--- config.mk ---
export PLATFORM = sky130hd
export DESIGN_NAME = tdm_demux
export DESIGN_NICKNAME = d
export VERILOG_FILES = /design/src/rtl/tdm_demux.sv
export SDC_FILE = /design/constraint.sdc
export NUM_CORES = 1
export LEC_CHECK = 0
export CORE_MARGIN = 2
export CORE_UTILIZATION = 46
export DETAILED_ROUTE_END_ITERATION = 10
export PLACE_DENSITY = 0.86
export RECOVER_POWER = 25
export SYNTH_ARGS = -nofsm -noshare
export SYNTH_HDL_FRONTEND = slang
export SYNTH_SLANG_ARGS = --single-unit
--- constraint.sdc ---
create_clock -name clk -period 2.05 [get_ports clk]
set_input_delay 0.3075 -clock clk [delete_from_list [all_inputs] [get_ports clk]]
set_output_delay 0.3075 -clock clk [all_outputs]
set_load 0.01 [all_outputs]
--- src/rtl/tdm_demux.sv ---
// Time-division demultiplexer: aligns a slotted W-bit stream to its frame marker
// and steers each slot into a registered per-channel output. Optional check: TDM_DEMUX_SYNC_CHECK_EN.
module tdm_demux #(
    parameter int N_CH = 4,
    parameter int W    = 8
) (
    input  logic              clk,
    input  logic              rst,
    input  logic [W-1:0]      in_data,
    input  logic              in_valid,
    input  logic              frame_sync,
    output logic [N_CH*W-1:0] out_data,
    output logic [N_CH-1:0]   out_valid,
    output logic              frame_done,
    output logic              locked,
    output logic              sync_err
);
    // state  | meaning
    // HUNT   | waiting for a valid beat qualified by frame_sync
    // LOCKED | aligned; every valid beat goes to the current slot

    localparam int SW = $clog2(N_CH);
    localparam logic [SW-1:0] LAST = SW'(N_CH - 1);

    typedef enum logic {HUNT, LOCKED} state_t;

    state_t            state_q, state_d;
    logic [SW-1:0]     slot_q, slot_d;
    logic              wr_en;
    logic [SW-1:0]     wr_ch;
    logic              fd_d, se_d;
    logic [N_CH*W-1:0] data_q;
    logic [N_CH-1:0]   valid_q;
    logic              fd_q, se_q;

    always_comb begin
        state_d = state_q;
        slot_d  = slot_q;
        wr_en   = 1'b0;
        wr_ch   = '0;
        fd_d    = 1'b0;
        se_d    = 1'b0;
        if (in_valid) begin
            case (state_q)
                HUNT: begin
                    if (frame_sync) begin
                        wr_en   = 1'b1;
                        wr_ch   = '0;
                        slot_d  = SW'(1);
                        state_d = LOCKED;
                    end
                end
                LOCKED: begin
                    wr_en = 1'b1;
                    wr_ch = slot_q;
                    if (slot_q == LAST) begin
                        fd_d   = 1'b1;
                        slot_d = '0;
                    end else begin
                        slot_d = slot_q + SW'(1);
                    end
`ifdef TDM_DEMUX_SYNC_CHECK_EN
                    // Misalignment overrides the baseline advance computed above.
                    if (frame_sync && slot_q != '0) begin
                        se_d   = 1'b1;
                        wr_ch  = '0;
                        fd_d   = 1'b0;
                        slot_d = SW'(1);
                    end else if (!frame_sync && slot_q == '0) begin
                        se_d    = 1'b1;
                        wr_en   = 1'b0;
                        fd_d    = 1'b0;
                        slot_d  = '0;
                        state_d = HUNT;
                    end
`endif
                end
                default: state_d = HUNT;
            endcase
        end
    end

    always_ff @(posedge clk) begin
        if (rst) begin
            state_q <= HUNT;
            slot_q  <= '0;
            data_q  <= '0;
            valid_q <= '0;
            fd_q    <= 1'b0;
            se_q    <= 1'b0;
        end else begin
            state_q <= state_d;
            slot_q  <= slot_d;
            fd_q    <= fd_d;
            se_q    <= se_d;
            valid_q <= '0;
            if (wr_en) begin
                valid_q[wr_ch]          <= 1'b1;
                data_q[wr_ch*W +: W]    <= in_data;
            end
        end
    end

    assign out_data   = data_q;
    assign out_valid  = valid_q;
    assign frame_done = fd_q;
    assign sync_err   = se_q;
    assign locked     = (state_q == LOCKED);

endmodule
### Yosys cells after proc, flatten, opt, wreduce, memory -nomap -nowiden

Index checks and enable logic that the tools add are counted.
W data, S select, Z words.

| storage, ports and cells | value |
|---|---|
| logic and storage cells | 33 |
| flip-flop bits (word level) | 40 |
| output and inout port bits | 39 |
| input bits | 12 |

| operators by class | value |
|---|---|
| add/sub/neg operators | 2 |
| bitwise gates (word level) | 3 |
| eq/ne operators | 2 |
| shift-type cells | 2 |
| multiplexer cells | 13 |
| magnitude comparators | 2 |
| reductions and logical operators | 4 |

Operators by type and width:

| kind | count |
|---|---|
| $neg A5 Y34 | 1 |
| $shift A8 B34 Y32 const A | 1 |
| $shiftx A8 B34 Y32 | 1 |
| $bwmux W32 | 1 |
| $pmux W2 S2 | 2 |
| $mux W2 | 3 |
| $mux W1 | 5 |
| $lt A2 B3 Y1 const B | 1 |
| $not A1 Y1 | 3 |
| $reduce_or A3 Y1 | 1 |
| $add A2 B1 Y2 const B | 1 |
| $demux W1 S2 | 1 |
| $eq A2 B2 Y1 const B | 1 |
| $ge A2 B1 Y1 const B | 1 |
| $ne A2 B2 Y1 const B | 1 |
| $pmux W1 S2 | 1 |
| $reduce_and A2 Y1 | 1 |
| $reduce_or A2 Y1 | 1 |
| $logic_and A1 B1 Y1 | 1 |

### Depth between registers and ports, before layout

Gate-level depths: netlist (run 1).

| depth | value |
|---|---|
| depth after elaboration | 7 |
| depth in mapped cells | 8 |
| mapped depth without buffers | 6 |

### Worst setup path before layout (run 1)

No wires, ideal clock.

| timing | value |
|---|---|
| path type | register to register |
| start point | reg state_q (netlist: locked) |
| end point | reg data_q[24] (netlist: out_data[24]) |
| path buffers | 1 |
| clock period less this slack | 1942 ps |
| stages on the path, launching flop included | 7 |
| library setup time | 58 ps |
| arrival time | 1884 ps |
| slack | 108 ps |
| data required time | 1992 ps |
| cells stage by stage | dfxtp_1 -> buf_6 -> nand3_2 -> ha_1 -> or4_4 -> nor2_4 -> a31o_2 |

| on the way | value |
|---|---|
| cells in the longest elaborated chain, start to end | 6 |
| elaborated cells between the ends (all ways) | 9 |
| classes of those cells | 1 x add/sub; 2 x shift; 5 x mux; 1 x bitwise |

RTL lines:

| what | RTL line | text |
|---|---|---|
| start: declaration | 27 | `state_t state_q, state_d;` |
| start signal: assignment | 92 | `state_q <= state_d;` |
| $not A1 Y1 | n/a |  |
| $pmux W2 S2 | 44 | `case (state_q)` |
| $mux W2 | 43 | `if (in_valid) begin` |
| $neg A5 Y34 | 99 | `data_q[wr_ch*W +: W] <= in_data;` |
| $shiftx A8 B34 Y32 / $shift A8 B34 Y32 (equally long branches) | 99 |  |
| $bwmux W32 | 99 |  |
| end signal: indexed assignment | 99 |  |
| end: declaration | 32 | `logic [N_CH*W-1:0] data_q;` |

Parallel ways exist; a longest one is shown, timed or not.
A chain may end at the register's enable or synchronous reset.

### Final worst setup path (run 1)

| timing | value |
|---|---|
| start point | reg state_q (netlist: locked) |
| end point | reg data_q[28] (netlist: out_data[28]) |

The elaborated chain is that of the path after synthesis.

==> results of run 1 <==
==> cell usage in the layout, fill, tap and decap left out, types with 2 or more instances in the layout <==
master,Yosys,final
ha_1,9,9
and2_0,0,3
buf_4,2,13
a21oi_1,2,2
nand3b_1,24,24
dfxtp_1,40,39
nor3b_1,11,10
a31o_2,8,8
dlygate4sd3_1,0,12
nand2_2,0,2
buf_12,0,2
clkdlybuf4s50_1,0,36
nand2b_1,8,8
o31ai_1,24,24
nor2_1,3,3
clkbuf_8,0,5
o21ai_0,2,2
o211ai_1,3,3
inv_1,2,2
nand2_1,4,2
==> Yosys cell counts, drive strengths merged, types with 2 or more instances <==
library cell and n:
a21oi 2, a31o 8, and2 4, buf 8
clkbuf 4, dfxtp 40, ha 9, inv 2
nand2 4, nand2b 8, nand3 2, nand3b 24
nor2 4, nor3b 11, o211ai 3, o21ai 2
o31ai 24
==> flip-flops by register name (all words and copies together) (netlist names) <==
register and flops:
out_valid 4, locked 1, frame_done 1, out_data 32
slot_q 2
==> logic make-up after synthesis <==
logic type | share of synthesized area [%]
simple gates | 24.1
buf+inv | 4.98
other cells | 0.217
fa+ha+maj | 6.50
compound gates | 18.0
flops | 46.2
==> critical path, cell delays in order, from the launching register on <==
cell and delay, ps:
dfxtp_2 400, nand3_1 140, ha_1 340, or4_4 540, nor2_4 210, a31o_2 180
==> per-layer routing <==
metal  vias up  global-route usage (%)
li1        731                       -
met4         0                    5.47
met3         7                    5.31
met1       706                    24.3
met5         -                       0
met2        44                    32.8
==> power by group through the flow <==
stage / Clock, µW / Sequential [µW] / Combinational (µW)
final: 658 / 801 / 143
after global routing: 710 / 804 / 153
after CTS: 665 / 801 / 144
after detailed placement: 0 / 819 / 143
after global placement: 0 / 819 / 141
after floorplan: 0 / 823 / 65.8
==> per-stage QoR <==
stage / TNS [ps] / cells / utilization, % / instance area [µm²]
after floorplan: 0 / 165 / - / 1730
after global placement: -3390 / 266 / 64.6 / 2350
after detailed placement: -4800 / 266 / 64.6 / 2350
after CTS: 0 / 274 / 67.8 / 2460
after global routing: 0 / 274 / 68.1 / 2470
final: 0 / 274 / 68.1 / 2470
==> cell type report <==
type                       count  area, µm²
fill                         297       1160
inverter                       2       7.51
tap                           48       60.1
clock buffer                   5       68.8
clock inverter                 3       46.3
timing repair buffer          65        636
sequential                    40        802
multi-input combinational    111        855
==> how the worst min path moves through the flow <==
stage / endpoint / slack (ps)
after floorplan: locked$_SDFFE_PP0P_ / 450
after detailed placement: out_data[15]$_SDFFE_PP0P_ / 470
after global routing: out_data[9]$_SDFFE_PP0P_ / 510
after global placement: out_data[7]$_SDFFE_PP0P_ / 470
final: out_data[15]$_SDFFE_PP0P_ / 490
after CTS: out_data[15]$_SDFFE_PP0P_ / 490
==> summary.md, run 1 <==
| Metric | Value |
|---|---|
| Netlist cell types | 27 |
| Synth Register Bits | 40 |
| WL per Instance | 14.5 µm |
| Slew HR | 63.0% |
| Metal-1 WL | 1760 µm |
| Max-cap viol count | 0 |
| Number of setup buffers added after CTS | 0 |
| Hold Crit Depth | 2 |
| Peak supply drop | 0.424 mV |
| Skew final | 8.21 ps |
| Final period util | 91.1% |
| Pwr dens | 647 nW/µm² |
| Core area | 3630 µm² |
| Clock power share | 41.1% |
| Seq pwr share | 50.0% |
| Layout cell share with drive strength beyond 1 | 17.3% |
| Cell Area, Synth | 1730 µm² |
| Largest net degree at the start of global routing | 35 |
| CP required | 2290 ps |
| Worst-Margin Slew | 554 ps |
| Initial core utilization | 47.7% |
| Worst setup SP type | flip-flop |
| Final setup viols | 0 |
| Synthesized Nets | 186 |
| Final worst setup slack | 183 ps |
| Layout Nets | 246 |
| Tot GR Track Use | 19.4% |
| Worst Setup EP | out_data[28]$_SDFFE_PP0P_ |
| R2R depth | 5 |
| F_max | 535 MHz |
| Vias | 1488 |
| Internal | 1230 µW |
| Combinational power share | 8.9% |
| Sw power | 370 µW |
| Root Buffer | clkbuf_8 |
| Min Hold Slack | 493 ps |
| Port Buf Inserts | 49 |
| Sw Share | 23.1% |
| RSZ-0062 raised after global routing | false |
| Number of synthesized flops with an enable pin | 0 |
| Arr. time, crit path | 2110 ps |
| HP Start | out_data[15]$_SDFFE_PP0P_ |
| Vias/cell | 5.43 |
| Reg-to-Reg Start | locked$_SDFFE_PP0P_ |
| CP Capture Type | flip-flop |
| CTS Sinks | 40 |
| CTS tree | built |
| Synth area leader | dfxtp_1 |
| Reg-to-Reg End | out_data[28]$_SDFFE_PP0P_ |
| Routed length on met3 | 202 µm |
| Antenna cell count | 0 |
| CP Launch Point | locked$_SDFFE_PP0P_ |
| First drt pass iteration count | 4 |
| Die Y | 65.4 µm |
| DP HPWL | 2790 µm |
| Dpl ws | -266 ps |
| Number of remaining DRC errors | 0 |
| Ys flop type | dfxtp_1 |
| Gpl congestion | 0.784 |
| Rows | 22 |
| Register area share after synthesis | 46.2% |
| Critical path class | reg2reg |
| Static leakage | 0.000963 µW |
| Reg2Reg Setup Slack | 180 ps |
| Synth top area share | 46.2% |
| Final ANT Viol Nets | 0 |
| Design Power | 1600 µW |
| 1st-iter DRT viols | 106 |
| Area delta synth->final | 42.9% |
| WL met2 | 1970 µm |
| Hold Path Class | reg2reg |
| Antenna violations before repair | 0 |
| Die width | 65.4 µm |
| First-pass GRT wire length | 6380 µm |
| Top cells by area, synth | dfxtp_1, nand3b_1, o31ai_1 |
| Max Used Layer | met4 |
| Die area | 4270 µm² |
| Total CTS buffers | 5 |
| CTS Buffer Depth | 2 |
| Skew-Pair Late Insertion Delay | 300 ps |
| Yosys warns | 0 |
| Vias in the first global route | 1358 |
| Critical-path maximum fanout | 8 |
| Max-slew violations | 0 |
| CTS resizes | 0 |
| Hold-fix buffers, CTS | 0 |
| IO Pins | 51 |
| Status | complete, no violations |
| Clock transition at path regs | 90 ps |
| Post-synthesis cell count | 165 |
| Ys async rst share | 0% |
| Hold Violations, Final | 0 |
| Period minus WS final | 1870 ps |
| Post-Route WL | 3980 µm |
| Grt ovf | 0 |
| Syn Area/Cell | 10.5 µm² |
| Number of H-tree levels | 2 |
Note: power is estimated with default switching activity, not from simulation.
==> run 2: changes to the inputs <==
HOLD_SLACK_MARGIN = 0.1   (was default)
==> results of run 2 <==
Same layout as run 1: the final DEF is identical, and so are final timing and power.
==> run 3: changes to the inputs <==
CORE_ASPECT_RATIO = 1.25   (was default)
CORE_MARGIN = default   (was 2)
==> run 3 against run 2 <==
Against the previous run: the flow now finishes with violations (DRC); non-clock buffer count is 1 higher; die area is 6.0% lower; combinational power hardly changed; sequential share of layout area hardly changed; critical path type unchanged; clock skew is 2.2 ps lower; hold slack worse by 6.9 ps; via count is 1.7% lower; largest power group unchanged.
==> summary.md, run 3 (synthesis results as in run 1) <==
| Metric | Value |
|---|---|
| Met3 Usage GRT | 5.67% |
| Root Buffer | clkbuf_8 |
| Clock transition at path regs | 70 ps |
| Reg-to-Reg Start | locked$_SDFFE_PP0P_ |
| Die width | 56.9 µm |
| Slowest-stage cell, CP | or4_4 |
| Layout cell share with drive strength beyond 1 | 15.5% |
| GRT met2 Usage | 33.1% |
| Final period util | 91.8% |
| CTS tree | built |
| Antenna violations before repair | 0 |
| Vias | 1463 |
| Vias in the first global route | 1339 |
| Peak supply drop | 0.524 mV |
| Most frequent cells in the layout | dfxtp_1, clkdlybuf4s50_1, nand3b_1, o31ai_1, buf_4 |
| Layout Nets | 247 |
| Die area | 4020 µm² |
| Post-Route WL | 4000 µm |
| Final ANT Viol Nets | 0 |
| Rows | 24 |
| WL per Instance | 15.1 µm |
| CP Capture Type | flip-flop |
| Period minus WS final | 1880 ps |
| Pwr dens | 683 nW/µm² |
| Status | complete, but fails checks |
| GRT met1 Usage | 28.3% |
| Final setup viols | 0 |
| Max FFs per register | 32 |
| R2R depth | 5 |
| IO Pins | 51 |
| Worst setup SP type | flip-flop |
| Core area | 3540 µm² |
| Worst Hold End | out_data[7]$_SDFFE_PP0P_ |
| Number of remaining DRC errors | 13 |
| Tot GR Track Use | 21.2% |
| Critical-path maximum fanout | 8 |
| Min Hold Slack | 486 ps |
| Hold Crit Depth | 2 |
| 1st-iter DRT viols | 91 |
| Static leakage | 0.000973 µW |
| Skew-Pair Late Insertion Delay | 300 ps |
| Number of H-tree levels | 2 |
| DP HPWL | 2850 µm |
| Slew HR | 56.9% |
| Area of the multi-input gates | 845 µm² |
| Largest net degree at the start of global routing | 46 |
| Hold Path Class | reg2reg |
| Max-slew violations | 0 |
| Design Power | 1690 µW |
| Busiest grt layer | met2 |
| Port Buf Inserts | 49 |
| Antenna cell count | 0 |
| First-pass GRT wire length | 6470 µm |
| CP required | 2290 ps |
| Failing checks | DRC |
| Worst-Margin Slew | 647 ps |
| Hold Violations, Final | 0 |
| Non-filler cells in the finished layout | 265 |
| Skew final | 6.01 ps |
| Leading cell type in the layout, fill and taps excluded | dfxtp_1 |
| Gpl congestion | 0.853 |
| Number of setup buffers added after CTS | 0 |
| Register area | 801 µm² |
| Arr. time, crit path | 2130 ps |
| Crit path cell chain | nand3_1, ha_1, or4_4, nor2_4, a31o_2 |
| Area delta synth->final | 42.8% |
| Total CTS buffers | 5 |
| RSZ-0062 raised after global routing | false |
| Critical path class | reg2reg |
| Dpl ws | -271 ps |
| Vias/cell | 5.52 |
| CTS Buffer Depth | 2 |
| Crit path largest cell delay | 530 ps |
| Max-cap viol count | 0 |
| Reg2Reg Setup Slack | 170 ps |
| Initial core utilization | 48.9% |
| Final worst setup slack | 168 ps |
| Fillers | 282 |
| CTS Sinks | 40 |
| F_max | 531 MHz |
| Grt ovf | 0 |
| # placed instances | 258 |
| Reg-to-Reg End | out_data[25]$_SDFFE_PP0P_ |
| Die Y | 70.6 µm |
| First drt pass iteration count | 7 |
| HP Start | out_data[7]$_SDFFE_PP0P_ |
run 3: cell types whose count changed in the layout (fill, tap and decap cells not counted), sizes merged:
cell	delta
bufinv	+1
clkinvlp	-1
inv	-1
buf	+1
run 3: power breakdown:
part           switching [µW]  internal (µW)  total (µW)
combinational            69.7           75.0         145
clock                     267            479         746
sequential               9.27            791         800
run 3: worst max-delay path by stage:
| stage | from | endpoint | slack, ps | depth (start not counted) |
|---|---|---|---|---|
| after CTS | in_valid | out_data[23]$_SDFFE_PP0P_ | 40 | 6 |
| after global routing | locked$_SDFFE_PP0P_ | out_data[25]$_SDFFE_PP0P_ | 70 | 5 |
| after detailed placement | in_valid | out_data[30]$_SDFFE_PP0P_ | -270 | 6 |
| after global placement | in_valid | out_data[27]$_SDFFE_PP0P_ | -200 | 6 |
| after floorplan | locked$_SDFFE_PP0P_ | out_data[24]$_SDFFE_PP0P_ | 110 | 6 |
| final | locked$_SDFFE_PP0P_ | out_data[25]$_SDFFE_PP0P_ | 170 | 5 |
run 3: area by class of cell:
cell class,count,share of cell area [%]
multi-input cells,111,34.1
flip-flops and latches,40,32.4
repair buffers,66,26.0
clock buffers,5,2.78
clock inverters,2,2.43
well taps,39,1.97
inverters,2,0.303
run 3: layer usage:
metal,vias to the layer above,share of wire (%)
li1,730,-
met3,6,5.0
met4,0,1.9
met5,-,0
met1,685,43
met2,42,50
run 3: stage by stage:
stage | cell area [µm²] | setup TNS (ps) | utilization (%)
finish | 2470 | 0 | 69.8
global route | 2470 | 0 | 69.8
CTS | 2470 | 0 | 69.8
detailed placement | 2340 | -5300 | 66.2
global placement | 2340 | -3100 | 66.2
floorplan | 1730 | 0 | -
run 3: repair_timing:
item	CTS	global route
setup endpoints to repair	0	20
hold buffers	0	0
resized for setup	0	1
run 3: critical path, delay by kind of cell (launching register included):
kind                       cells  cell delay [ps]
and+or+nand+nor                3              900
adders and majority gates      1              350
DFF                            1              400
AOI/OAI and AO/OA              1              180
